==> src/rtl/pipe_pkg.sv <==
`default_nettype none
// ============================================================================
// Module      : pipe_pkg
// Description : Shared pipeline types and constants for the fetch/decode path.
// Revision    : 1.0 - initial release
// ============================================================================
package pipe_pkg;

    // sll $0,$0,0 encodes as all zeros
    localparam logic [31:0] INSTR_NOP = 32'h0000_0000;

    typedef struct packed {
        logic [31:0] pc;
        logic [31:0] instr;
    } fd_entry_t;

endpackage : pipe_pkg
`default_nettype wire

==> src/rtl/fd_buffer_mem.sv <==
`default_nettype none
// ============================================================================
// Module      : fd_buffer_mem
// Description : DEPTH-entry register file, one synchronous write port and one
//               asynchronous read port; contents are not reset.
// Revision    : 1.0 - initial release
// ============================================================================
module fd_buffer_mem
    import pipe_pkg::*;
#(
    parameter int DEPTH = 4,
    parameter int PTR_W = $clog2(DEPTH)
) (
    input  logic             clk,
    input  logic             wr_en,
    input  logic [PTR_W-1:0] wr_addr,
    input  fd_entry_t        wr_data,
    input  logic [PTR_W-1:0] rd_addr,
    output fd_entry_t        rd_data
);

    fd_entry_t mem_q [DEPTH];

    always_ff @(posedge clk) begin
        if (wr_en) begin
            mem_q[wr_addr] <= wr_data;
        end
    end

    assign rd_data = mem_q[rd_addr];

endmodule : fd_buffer_mem
`default_nettype wire

==> src/rtl/fetch_decode_buffer.sv <==
`default_nettype none
// ============================================================================
// Module      : fetch_decode_buffer
// Description : Instruction queue between fetch and the decode register; pops
//               only on decode-advance, flushes on redirect, shows NOP when empty.
// Revision    : 1.0 - initial release
// ============================================================================
module fetch_decode_buffer
    import pipe_pkg::*;
#(
    parameter int DEPTH = 4,
    parameter int WIDTH = 32
) (
    input  logic                       clk,
    input  logic                       reset,
    input  logic                       in_valid,
    input  logic [WIDTH-1:0]           in_instr,
    input  logic [WIDTH-1:0]           in_pc,
    output logic                       in_ready,
    output logic                       out_valid,
    output logic [WIDTH-1:0]           out_instr,
    output logic [WIDTH-1:0]           out_pc,
    input  logic                       out_ready,
    input  logic                       flush,
    output logic [$clog2(DEPTH+1)-1:0] count
);

    localparam int PTR_W = $clog2(DEPTH);
    localparam int CNT_W = $clog2(DEPTH+1);
    localparam logic [CNT_W-1:0] C_DEPTH = CNT_W'(DEPTH);

    logic [PTR_W-1:0] wr_ptr_q, wr_ptr_d;
    logic [PTR_W-1:0] rd_ptr_q, rd_ptr_d;
    logic [CNT_W-1:0] count_q,  count_d;

    logic      w_push;
    logic      w_pop;
    fd_entry_t w_wr_entry;
    fd_entry_t w_rd_entry;

    // in_ready depends only on registered occupancy, never on out_ready
    assign in_ready  = (count_q != C_DEPTH);
    assign out_valid = (count_q != '0);
    assign w_push    = in_valid & in_ready;
    assign w_pop     = out_valid & out_ready;
    assign count     = count_q;

    assign w_wr_entry.pc    = in_pc;
    assign w_wr_entry.instr = in_instr;

    assign out_instr = out_valid ? w_rd_entry.instr : INSTR_NOP;
    assign out_pc    = out_valid ? w_rd_entry.pc    : '0;

    always_comb begin
        wr_ptr_d = wr_ptr_q;
        rd_ptr_d = rd_ptr_q;
        count_d  = count_q;
        if (flush) begin
            wr_ptr_d = '0;
            rd_ptr_d = '0;
            count_d  = '0;
        end else begin
            if (w_push) begin
                wr_ptr_d = wr_ptr_q + 1'b1;
            end
            if (w_pop) begin
                rd_ptr_d = rd_ptr_q + 1'b1;
            end
            if (w_push && !w_pop) begin
                count_d = count_q + 1'b1;
            end else if (w_pop && !w_push) begin
                count_d = count_q - 1'b1;
            end
        end
    end

    always_ff @(posedge clk) begin
        if (reset) begin
            wr_ptr_q <= '0;
            rd_ptr_q <= '0;
            count_q  <= '0;
        end else begin
            wr_ptr_q <= wr_ptr_d;
            rd_ptr_q <= rd_ptr_d;
            count_q  <= count_d;
        end
    end

    fd_buffer_mem #(
        .DEPTH (DEPTH),
        .PTR_W (PTR_W)
    ) u_mem (
        .clk     (clk),
        .wr_en   (w_push & ~flush & ~reset),
        .wr_addr (wr_ptr_q),
        .wr_data (w_wr_entry),
        .rd_addr (rd_ptr_q),
        .rd_data (w_rd_entry)
    );

endmodule : fetch_decode_buffer
`default_nettype wire

==> config.mk <==
export PLATFORM = sky130hd
export DESIGN_NAME = fetch_decode_buffer
export DESIGN_NICKNAME = d
export VERILOG_FILES = /design/src/rtl/pipe_pkg.sv /design/src/rtl/fd_buffer_mem.sv /design/src/rtl/fetch_decode_buffer.sv
export SDC_FILE = /design/constraint.sdc
export NUM_CORES = 1
export LEC_CHECK = 0
export CAP_MARGIN = 20
export CORE_ASPECT_RATIO = 1.75
export CORE_MARGIN = 8
export CORE_UTILIZATION = 55
export CTS_CLUSTER_SIZE = 16
export DETAILED_ROUTE_END_ITERATION = 6
export GPL_TIMING_DRIVEN = 0
export PLACE_DENSITY = 0.84
export SYNTH_ARGS = -nofsm -noshare
export SYNTH_HDL_FRONTEND = slang
export SYNTH_SLANG_ARGS = --single-unit
==> constraint.sdc <==
create_clock -name clk -period 2.5 [get_ports clk]
set_input_delay 0.5 -clock clk [delete_from_list [all_inputs] [get_ports clk]]
set_output_delay 0.5 -clock clk [all_outputs]
set_load 0.005 [all_outputs]
==> results of run 1 <==
## synthesized netlist by cell type (all sizes together)
| cell | n | area, µm² |
|---|---|---|
| clkbuf | 9 | 33.8 |
| nand2 | 1 | 3.75 |
| o21ai | 2 | 10.0 |
| ha | 5 | 62.6 |
| or3 | 2 | 13.8 |
| mux2i | 1 | 10.0 |
| or3b | 1 | 11.3 |
| a21oi | 1 | 5.00 |
| mux4 | 64 | 1440 |
| or2 | 1 | 6.26 |
| edfxtp | 256 | 7690 |
| and3 | 4 | 30.0 |
| fa | 1 | 20.0 |
| and2 | 65 | 409 |
| o311ai | 1 | 8.76 |
| nand4 | 2 | 12.5 |
| buf | 14 | 120 |
| inv | 3 | 11.3 |
| o31ai | 2 | 20.0 |
| xor2 | 4 | 35.0 |
| nor2 | 6 | 22.5 |
| dfxtp | 9 | 180 |
## final timing paths
path	to	depth (start not counted)	from
worst max register to register	count[2]$_SDFFE_PP0P_	9	count[2]$_SDFFE_PP0P_
worst min-delay path	wr_ptr_q[0]$_SDFFE_PP0P_	2	wr_ptr_q[0]$_SDFFE_PP0P_
worst min register to register	wr_ptr_q[0]$_SDFFE_PP0P_	2	wr_ptr_q[0]$_SDFFE_PP0P_
worst max-delay path	out_instr[18]	6	flop
## power breakdown
part | internal (mW) | leakage, nW | switching (mW)
clock network | 1.95 | 0.359 | 1.45
logic | 0.715 | 1.76 | 0.466
registers | 4.93 | 2.39 | 0.0258
## per-stage QoR
step           total power [mW]  std cells
2_1_floorplan              5.44        454
3_3_place_gp               6.01        829
3_5_place_dp               6.05        833
4_1_cts                    9.53        900
5_1_grt                    9.82        911
6_report                   9.53        911
## layer usage
metal	track usage (%)	vias up
met5	0	-
met3	3.17	33
met2	32.1	155
met1	19.1	2598
li1	-	2252
met4	6.97	0
## final cells by class
| type | count | area share, % |
|---|---|---|
| Multi-Input combinational cell | 163 | 17.1 |
| Tap cell | 238 | 2.25 |
| Inverter | 3 | 0.0849 |
| Sequential cell | 265 | 59.4 |
| Buffer | 21 | 1.74 |
| Timing Repair Buffer | 178 | 13.9 |
| Clock buffer | 29 | 4.66 |
| Clock inverter | 11 | 0.764 |
| Antenna cell | 3 | 0.0566 |
## flip-flops by register name, indices dropped and copies added, names as in the netlist, named ones only
register and flops:
u_mem.mem_q 256, count 3, wr_ptr_q 2, rd_ptr_q 2
## worst max-delay path: stages (launching register included)
cell and delay, ns:
sky130_fd_sc_hd__dfxtp_4 0.37, sky130_fd_sc_hd__buf_12 0.13, sky130_fd_sc_hd__buf_4 0.14, sky130_fd_sc_hd__clkbuf_16 0.15, sky130_fd_sc_hd__mux4_2 0.50, sky130_fd_sc_hd__and2_4 0.17
sky130_fd_sc_hd__clkdlybuf4s15_1 0.20
## repair_timing
item / 4_1_cts / 5_1_grt
buffers inserted: 25 / 11
pin swaps: 16 / 23
endpoints found under the setup margin: 65 / 64
cloned: 3 / 3
gates resized for setup: 288 / 75
## cells by family after synthesis
logic type,share of synthesized area [%]
and+or+nand+nor,5.01
xor gates and xnor gates,0.345
buffers and inverters,1.63
AOI/OAI and AO/OA,0.431
adders and majority gates,0.813
muxes,14.3
DFF,77.5
==> results.py, run 1 <==
metrics = {
    "status": {
        "outcome": "complete, but fails checks",
        "violations": "setup timing",
    },
    "sta": {
        "relSlewSlack_pct": 70.2,
        "max_clock_freq_mhz": 377,
        "worst-slew-pin-transition_ns": 0.446,
        "fin_worst_hold_slack_ns": 0.527,
        "finalWorstPathRequiredPeriod_ns": 2.66,
        "clock_skew_ns": 0.0159,
        "grt_setup_unrepaired": "yes",
        "finalCritPeriodShare_pct": 106,
        "fin_tns_setup_ns": -4.15,
        "final-max-slew-violation-count": 0,
        "setup_viol": 54,
        "worst_slack_ns": -0.155,
        "final-hold-violation-count": 0,
    },
    "synth": {
        "post_synthesis_sequential_area_ratio_pct": 77.5,
        "synth-seq-cells": 265,
        "cell_area_after_synthesis_um2": 10200,
        "mappedNetlistNets": 529,
        "yosys.cell_types.count": 26,
        "netlist_instances": 454,
        "yosys_warnings": 0,
        "synth_area_per_cell_um2": 22.4,
    },
    "detailed_routing": {
        "dr_total_vias": 5038,
        "post_drt_via_cell_ratio": 5.53,
        "top_signal_layer_used": "met4",
        "drt_wl_total_um": 20800,
        "drc_errors": 0,
        "met3_wire_length_um": 941,
        "detail-route-antenna-nets": 0,
        "drt-pass1-iter-count": 4,
        "total_met2_wirelength_after_detailed_routing_um": 11600,
        "drt-wirelength-per-cell_um": 22.8,
        "met1_length_um": 7690,
        "first_iter_violations": 239,
    },
    "critical_path": {
        "setup.worst_path.start_class": "flop",
        "worstPathRequired_ns": 2.00,
        "worstPathArrival_ns": 2.16,
        "critPathMaxFanout": 6,
        "worstSetupPathType": "flop to primary output",
        "end_kind": "primary output",
        "flop_to_flop_setup_slack_ns": 0.18,
    },
    "clocking": {
        "cts.sink_count": 265,
        "cts_htree_levels": 1,
        "clock_root_cell": "sky130_fd_sc_hd__clkbuf_16",
        "cts-buffers-inserted": 22,
        "clock_tree.buffer_depth": 3,
        "cts_hold_repair.buffers": 0,
        "clk-insertion-delay-late_ns": 0.50,
        "cts.reportedPaths.clkPinSlew_ns": 0.07,
        "tritoncts": "yes",
    },
    "cells_and_area": {
        "final_cell_mix": "256 x sky130_fd_sc_hd__edfxtp_1, 73 x sky130_fd_sc_hd__clkdlybuf4s50_1, 64 x sky130_fd_sc_hd__mux4_2",
        "drive_gt1_share_pct": 40.9,
        "seq_area_um2": 7880,
        "multi_input_area_um2": 2260,
        "fin_area_um2": 13300,
        "layout_commonest_cell": "sky130_fd_sc_hd__edfxtp_1",
        "final.fill_count": 1096,
        "final_core_util_pct": 72.3,
        "final_nets": 729,
        "syn_to_final_growth_pct": 30.6,
    },
    "power": {
        "power_per_cell_area_nw_per_um2": 719,
        "ir_worst_vdd_uv": 681,
        "p_leak_nw": 4.51,
    },
    "floorplan": {
        "starting_density_of_the_core_pct": 55.4,
        "die_h_um": 196,
        "design.die.area_um2": 23200,
        "fp.dieW_um": 119,
        "design.core.area_um2": 18300,
        "std_cell_rows": 66,
        "io_pins": 138,
    },
    "global_routing": {
        "grt_antenna_before_repair": 3,
        "groute.usage.overall_pct": 17.3,
        "via_count_of_the_first_global_routing_pass": 5539,
        "grt_max_degree": 57,
        "grt-ovfl-total": 0,
        "grt_pass1_wl_um": 31000,
    },
    "place": {
        "post-dp-hpwl_um": 12600,
        "finalWeightedCongestion": 0.726,
        "post-place-ws_ns": -0.322,
        "detailed_place.area_um2": 11900,
        "portBuffers": 137,
    },
    "run": {
        "cap_viol_max_count": 0,
    },
    "hold_path": {
        "worstHoldPathType": "flop to flop",
    },
}
Note: power is estimated with default switching activity, not from simulation.
==> run 2: changes to the inputs <==
--- a/config.mk
+++ b/config.mk
@@ -11,7 +11,6 @@
 export CORE_UTILIZATION = 55
 export CTS_CLUSTER_SIZE = 16
 export DETAILED_ROUTE_END_ITERATION = 6
-export GPL_TIMING_DRIVEN = 0
 export PLACE_DENSITY = 0.84
 export SYNTH_ARGS = -nofsm -noshare
 export SYNTH_HDL_FRONTEND = slang
==> run 2 against run 1 <==
The flow still finishes with violations (setup timing). Final area is 2.4% lower. Sequential share of layout area is 1.5 points higher. Worst hold slack worse by 0.023 ns. Fmax hardly changed. Clock skew is 0.0058 ns lower. Combinational power is 8% lower. Count of clock-buffer cells in the layout is 2 lower. Largest power group unchanged.
==> results.py, run 2 (synthesis results as in run 1) <==
metrics = {
    "floorplan": {
        "io_pins": 138,
        "starting_density_of_the_core_pct": 55.4,
        "design.die.area_um2": 23200,
        "std_cell_rows": 66,
        "design.core.area_um2": 18300,
        "die_h_um": 196,
        "fp.dieW_um": 119,
    },
    "status": {
        "violations": "setup timing",
        "outcome": "complete, but fails checks",
    },
    "clocking": {
        "clk-insertion-delay-late_ns": 0.49,
        "cts_hold_repair.buffers": 0,
        "clock_root_cell": "sky130_fd_sc_hd__clkbuf_16",
        "cts.reportedPaths.clkPinSlew_ns": 0.07,
        "cts.sink_count": 265,
        "tritoncts": "yes",
        "cts_htree_levels": 1,
        "clock_tree.buffer_depth": 3,
        "cts-buffers-inserted": 23,
    },
    "power": {
        "total_switching_power_mw": 1.94,
        "pwr-share-comb_pct": 11.6,
        "p_leak_nw": 4.49,
        "switching_share_pct": 20.9,
        "ir_worst_vdd_uv": 694,
        "seq_power_share_pct": 53.2,
        "internal_power_mw": 7.36,
        "power.total_mw": 9.30,
        "power_per_cell_area_nw_per_um2": 719,
        "pwr-share-clk_pct": 35.2,
    },
    "critical_path": {
        "slowest_stage": "sky130_fd_sc_hd__mux4_2",
        "critPathMaxFanout": 23,
        "setup.worst_path.start_class": "flop",
        "worstPathRequired_ns": 2.00,
        "slowest_delay_ns": 0.51,
        "end_kind": "primary output",
        "crit_chain": "buf_12 -> mux4_2 -> and2_1 -> dlygate4sd2_1",
        "worstPathArrival_ns": 2.15,
        "worstSetupPathType": "flop to primary output",
    },
    "detailed_routing": {
        "dr_total_vias": 5033,
        "drc_errors": 0,
        "first_iter_violations": 245,
        "drt-pass1-iter-count": 4,
        "post_drt_via_cell_ratio": 5.66,
        "drt_wl_total_um": 20600,
        "detail-route-antenna-nets": 0,
        "drt-wirelength-per-cell_um": 23.2,
    },
    "sta": {
        "clock_skew_ns": 0.0101,
        "setup_viol": 35,
        "final-hold-violation-count": 0,
        "grt_setup_unrepaired": "yes",
        "finalWorstPathRequiredPeriod_ns": 2.65,
        "worst-slew-pin-transition_ns": 0.450,
        "max_clock_freq_mhz": 377,
        "fin_tns_setup_ns": -1.69,
        "final-max-slew-violation-count": 0,
        "worst_slack_ns": -0.153,
        "finalCritPeriodShare_pct": 106,
        "relSlewSlack_pct": 69.7,
    },
    "cells_and_area": {
        "final_nets": 714,
        "final_cell_mix": "256 x sky130_fd_sc_hd__edfxtp_1, 73 x sky130_fd_sc_hd__clkdlybuf4s50_1, 64 x sky130_fd_sc_hd__mux4_2",
        "drive_gt1_share_pct": 35.1,
        "registers.top_by_ff_count": "u_mem.mem_q",
        "final.fill_count": 1166,
        "largest_register_ff_count": 256,
        "layoutNonFillerInstCount": 890,
        "layout_commonest_cell": "sky130_fd_sc_hd__edfxtp_1",
        "final_core_util_pct": 70.6,
        "antenna_diodes": 0,
        "syn_to_final_growth_pct": 27.4,
    },
    "global_routing": {
        "grt_antenna_before_repair": 0,
        "via_count_of_the_first_global_routing_pass": 5529,
        "grt_max_degree": 54,
        "groute.usage.overall_pct": 17.2,
        "grt_pass1_wl_um": 30700,
        "grt-ovfl-total": 0,
    },
    "run": {
        "cap_viol_max_count": 0,
    },
    "place": {
        "post-place-ws_ns": -0.0556,
        "post-dp-hpwl_um": 12400,
        "dpl.cell_count": 826,
        "portBuffers": 137,
        "finalWeightedCongestion": 0.738,
    },
    "hold_path": {
        "worstHoldPathType": "flop to flop",
    },
}
-- run 2: cell count changes in the layout (fill, tap and decap cells not counted), sizes merged --
cell / delta
buf: -17
clkbuf: -14
dlymetal6s2s: +11
diode: -3
clkdlybuf4s15: +2
clkinv: -2
inv: +2
bufinv: -1
clkinvlp: +1
-- run 2: per-stage QoR --
step / hold WS, ns / cell area (µm²)
3_5_place_dp: 0.496 / 12000
2_1_floorplan: 0.470 / 10200
5_1_grt: 0.557 / 12900
6_report: 0.504 / 12900
3_3_place_gp: 0.482 / 12000
4_1_cts: 0.509 / 12600
-- run 2: critical path, delay by kind of cell, from the launching register on --
kind	cells	cell delay, ns
flops	1	0.43
simple gates	1	0.19
mux	1	0.51
buf+inv	2	0.51
-- run 2: layer usage --
metal | vias up | track usage (%) | share of wire, %
li1 | 2204 | - | -
met1 | 2637 | 18.0 | 35
met2 | 150 | 32.3 | 56
met3 | 42 | 3.17 | 4.8
met4 | 0 | 7.91 | 3.6
met5 | - | 0 | 0
-- run 2: timing repair --
item / CTS / global route
pin swaps: 1 / 6
resized for setup: 157 / 69
cloned: 1 / 3
hold endpoints to repair: 0 / 0
setup buffers: 0 / 22
setup endpoints to repair: 65 / 60
-- run 2: path summary, 6_finish.rpt --
kind	end	from	cells past startpoint	slack (ns)
worst min-delay path	wr_ptr_q[0]$_SDFFE_PP0P_	wr_ptr_q[0]$_SDFFE_PP0P_	2	0.50
worst max register to register	count[2]$_SDFFE_PP0P_	count[0]$_SDFFE_PP0P_	8	0.13
worst max-delay path	out_instr[10]	flop	4	-0.15
worst min register to register	wr_ptr_q[0]$_SDFFE_PP0P_	wr_ptr_q[0]$_SDFFE_PP0P_	2	0.50
-- run 2: power groups by stage --
stage	Clock, mW	Combinational (mW)	Sequential (mW)
after global placement	0	1.00	5.04
after detailed placement	0	1.02	5.05
final	3.27	1.08	4.95
after floorplan	0	0.398	5.04
after CTS	3.33	1.04	4.95
after global routing	3.47	1.16	4.96
-- run 2: final cells by class --
type                       instances  area, µm²  share of cell area [%]
clock buffer                      27        591                    4.57
clock inverter                    11       97.6                   0.754
inverter                           3       11.3                  0.0870
multi-input combinational        163       2220                    17.2
sequential                       265       7880                    60.9
tap                              238        298                    2.30
timing repair buffer             183       1840                    14.2
==> run 3: changes to the inputs <==
--- a/config.mk
+++ b/config.mk
@@ -11,7 +11,7 @@
 export CORE_UTILIZATION = 55
 export CTS_CLUSTER_SIZE = 16
 export DETAILED_ROUTE_END_ITERATION = 6
-export PLACE_DENSITY = 0.84
+export PLACE_DENSITY = 0.9
 export SYNTH_ARGS = -nofsm -noshare
 export SYNTH_HDL_FRONTEND = slang
 export SYNTH_SLANG_ARGS = --single-unit
==> run 3 against run 2 <==
The run still ends with setup timing left. Worst hold slack improved by 0.049 ns. Wire length rose by 12%. Clock power rose by 4%. Setup slack improved by 0.049 ns. Critical path depth rose by 3. Cell count rose by 2.4%. Final area rose by 5.0%. Power rose by 5.0%. Combinational power rose by 31%.
==> results.py, run 3 (synthesis results as in run 1) <==
metrics = {
    "status": {
        "outcome": "complete, but fails checks",
        "violations": "setup timing",
    },
    "critical_path": {
        "worst_r2r_startpoint": "count[1]$_SDFFE_PP0P_",
        "crit_chain": "buf_8 -> buf_16 -> buf_12 -> buf_6 -> mux4_2 -> and2_4 -> buf_6",
        "cp_num_buf_inv": 5,
        "reg2reg_to": "count[2]$_SDFFE_PP0P_",
        "setup.worst_path.start_class": "flop",
        "critPathMaxFanout": 4,
        "slowest_stage": "sky130_fd_sc_hd__mux4_2",
        "worstSetupPathType": "flop to primary output",
        "worstPathRequired_ns": 2.00,
        "reg2reg_depth": 8,
        "cp_top_family": "buffers and inverters",
        "path_common_cell": "sky130_fd_sc_hd__buf_6",
        "slowest_delay_ns": 0.49,
        "flop_to_flop_setup_slack_ns": 0.14,
        "end_kind": "primary output",
        "worstPathArrival_ns": 2.10,
    },
    "sta": {
        "grt_setup_unrepaired": "yes",
        "finalWorstPathRequiredPeriod_ns": 2.60,
        "max_clock_freq_mhz": 384,
        "final-max-slew-violation-count": 0,
        "worst_slack_ns": -0.104,
        "setup_viol": 41,
        "fin_tns_setup_ns": -1.64,
        "worst-slew-pin-transition_ns": 0.580,
        "fin_worst_hold_slack_ns": 0.553,
        "clock_skew_ns": 0.0137,
        "finalCritPeriodShare_pct": 104,
        "relSlewSlack_pct": 60.8,
        "final-hold-violation-count": 0,
    },
    "hold_path": {
        "whs_path_depth": 2,
        "min_delay_worst_endpoint": "count[2]$_SDFFE_PP0P_",
        "hp-start": "count[2]$_SDFFE_PP0P_",
        "worstHoldPathType": "flop to flop",
    },
    "clocking": {
        "tritoncts": "yes",
        "cts-buffers-inserted": 22,
        "clk-insertion-delay-late_ns": 0.50,
        "cts.sink_count": 265,
        "cts_htree_levels": 1,
        "clock_tree.buffer_depth": 3,
        "cts.reportedPaths.clkPinSlew_ns": 0.07,
        "clock_root_cell": "sky130_fd_sc_hd__clkbuf_16",
    },
    "run": {
        "cap_viol_max_count": 0,
    },
    "detailed_routing": {
        "dr_total_vias": 5196,
        "first_iter_violations": 355,
        "detail-route-antenna-nets": 0,
        "drt-wirelength-per-cell_um": 25.4,
        "drt_wl_total_um": 23100,
        "drc_errors": 0,
        "post_drt_via_cell_ratio": 5.70,
        "drt-pass1-iter-count": 4,
    },
    "cells_and_area": {
        "drive_gt1_share_pct": 43.3,
        "syn_to_final_growth_pct": 33.8,
        "registers.top_by_ff_count": "u_mem.mem_q",
        "largest_register_ff_count": 256,
        "final_cell_mix": "256 x sky130_fd_sc_hd__edfxtp_1, 72 x sky130_fd_sc_hd__clkdlybuf4s50_1, 71 x sky130_fd_sc_hd__buf_6",
        "layout_commonest_cell": "sky130_fd_sc_hd__edfxtp_1",
        "final_nets": 729,
        "final_core_util_pct": 74.1,
    },
    "power": {
        "switching_share_pct": 20.8,
        "p_leak_nw": 4.61,
        "pwr-share-comb_pct": 14.4,
        "ir_worst_vdd_uv": 690,
        "total_switching_power_mw": 2.03,
        "pwr-share-clk_pct": 34.9,
        "seq_power_share_pct": 50.7,
        "power_per_cell_area_nw_per_um2": 719,
        "power.total_mw": 9.76,
        "internal_power_mw": 7.74,
    },
    "floorplan": {
        "io_pins": 138,
        "starting_density_of_the_core_pct": 55.4,
        "die_h_um": 196,
        "design.core.area_um2": 18300,
        "fp.dieW_um": 119,
        "design.die.area_um2": 23200,
        "std_cell_rows": 66,
    },
    "global_routing": {
        "grt_pass1_wl_um": 34000,
        "grt_antenna_before_repair": 3,
        "grt-ovfl-total": 0,
        "grt_max_degree": 37,
        "via_count_of_the_first_global_routing_pass": 5821,
        "groute.usage.overall_pct": 19.3,
    },
    "place": {
        "finalWeightedCongestion": 0.762,
        "portBuffers": 137,
        "post-dp-hpwl_um": 12900,
    },
}
[run 3: cell count changes in the layout (fill, tap and decap cells not counted), sizes merged]
cell	change
buf	+48
bufbuf	+1
bufinv	+1
clkbuf	-11
clkdlybuf4s15	-9
clkdlybuf4s50	-1
clkinv	+3
clkinvlp	-1
diode	+3
dlygate4sd2	-1
dlymetal6s2s	-10
inv	-2
[run 3: worst max-delay path by stage]
stage                                from               endpoint  slack [ns]  depth (start not counted)
global route                         flop              out_pc[0]       -0.17                          7
CTS                                  flop              out_pc[2]       -0.14                          7
finish                               flop              out_pc[0]       -0.10                          7
floorplan           count[0]$_SDFFE_PP0P_  count[2]$_SDFFE_PP0P_        0.32                          9
global placement                 in_valid  count[2]$_SDFFE_PP0P_        0.02                          8
detailed placement              out_ready  count[2]$_SDFFE_PP0P_       -0.13                          8
[run 3: area by class of cell]
type	count	area (µm²)
repair buffers	199	2380
multi-input cells	163	2290
clock inverters	12	104
clock buffers	28	614
well taps	238	298
fillers	1016	4750
inverters	3	11.3
diodes	3	7.51
flip-flops and latches	265	7880
[run 3: through the flow]
step	worst slack [ns]	cells	instance area [µm²]
after CTS	-0.140	909	13400
after detailed placement	-0.132	825	12000
final	-0.104	911	13600
after global placement	0.0157	825	12000
after floorplan	0.319	454	10200
after global routing	-0.165	911	13600
[run 3: power by group through the flow]
stage	logic (mW)	clock network (mW)	registers, mW
finish	1.41	3.40	4.95
global route	1.49	3.62	4.95
CTS	1.30	3.43	4.95
detailed placement	1.03	0	5.04
global placement	0.993	0	5.04
floorplan	0.398	0	5.04
[run 3: what timing repair did]
action,in CTS,in global routing
gates resized for setup,352,60
pin swaps,37,20
hold buffers,0,0
setup buffers,38,5
gates cloned,7,1
endpoints found under the setup margin,65,66
hold endpoints to repair,0,0
[run 3: worst reg2reg max path, stage by stage (launching register included)]
cell and delay [ns]:
sky130_fd_sc_hd__dfxtp_1 0.31, sky130_fd_sc_hd__buf_4 0.16, sky130_fd_sc_hd__o31ai_2 0.33, sky130_fd_sc_hd__ha_1 0.26
sky130_fd_sc_hd__inv_1 0.07, sky130_fd_sc_hd__fa_1 0.39, sky130_fd_sc_hd__xor2_1 0.17, sky130_fd_sc_hd__or3_2 0.43
sky130_fd_sc_hd__a21oi_1 0.17
[run 3: routing by layer]
metal / GRT usage [%] / up-vias / routed length [µm]
li1: - / 2246 / -
met1: 21.0 / 2701 / 8030
met2: 36.2 / 200 / 13100
met3: 3.02 / 49 / 1100
met4: 8.24 / 0 / 826
met5: 0 / - / 0
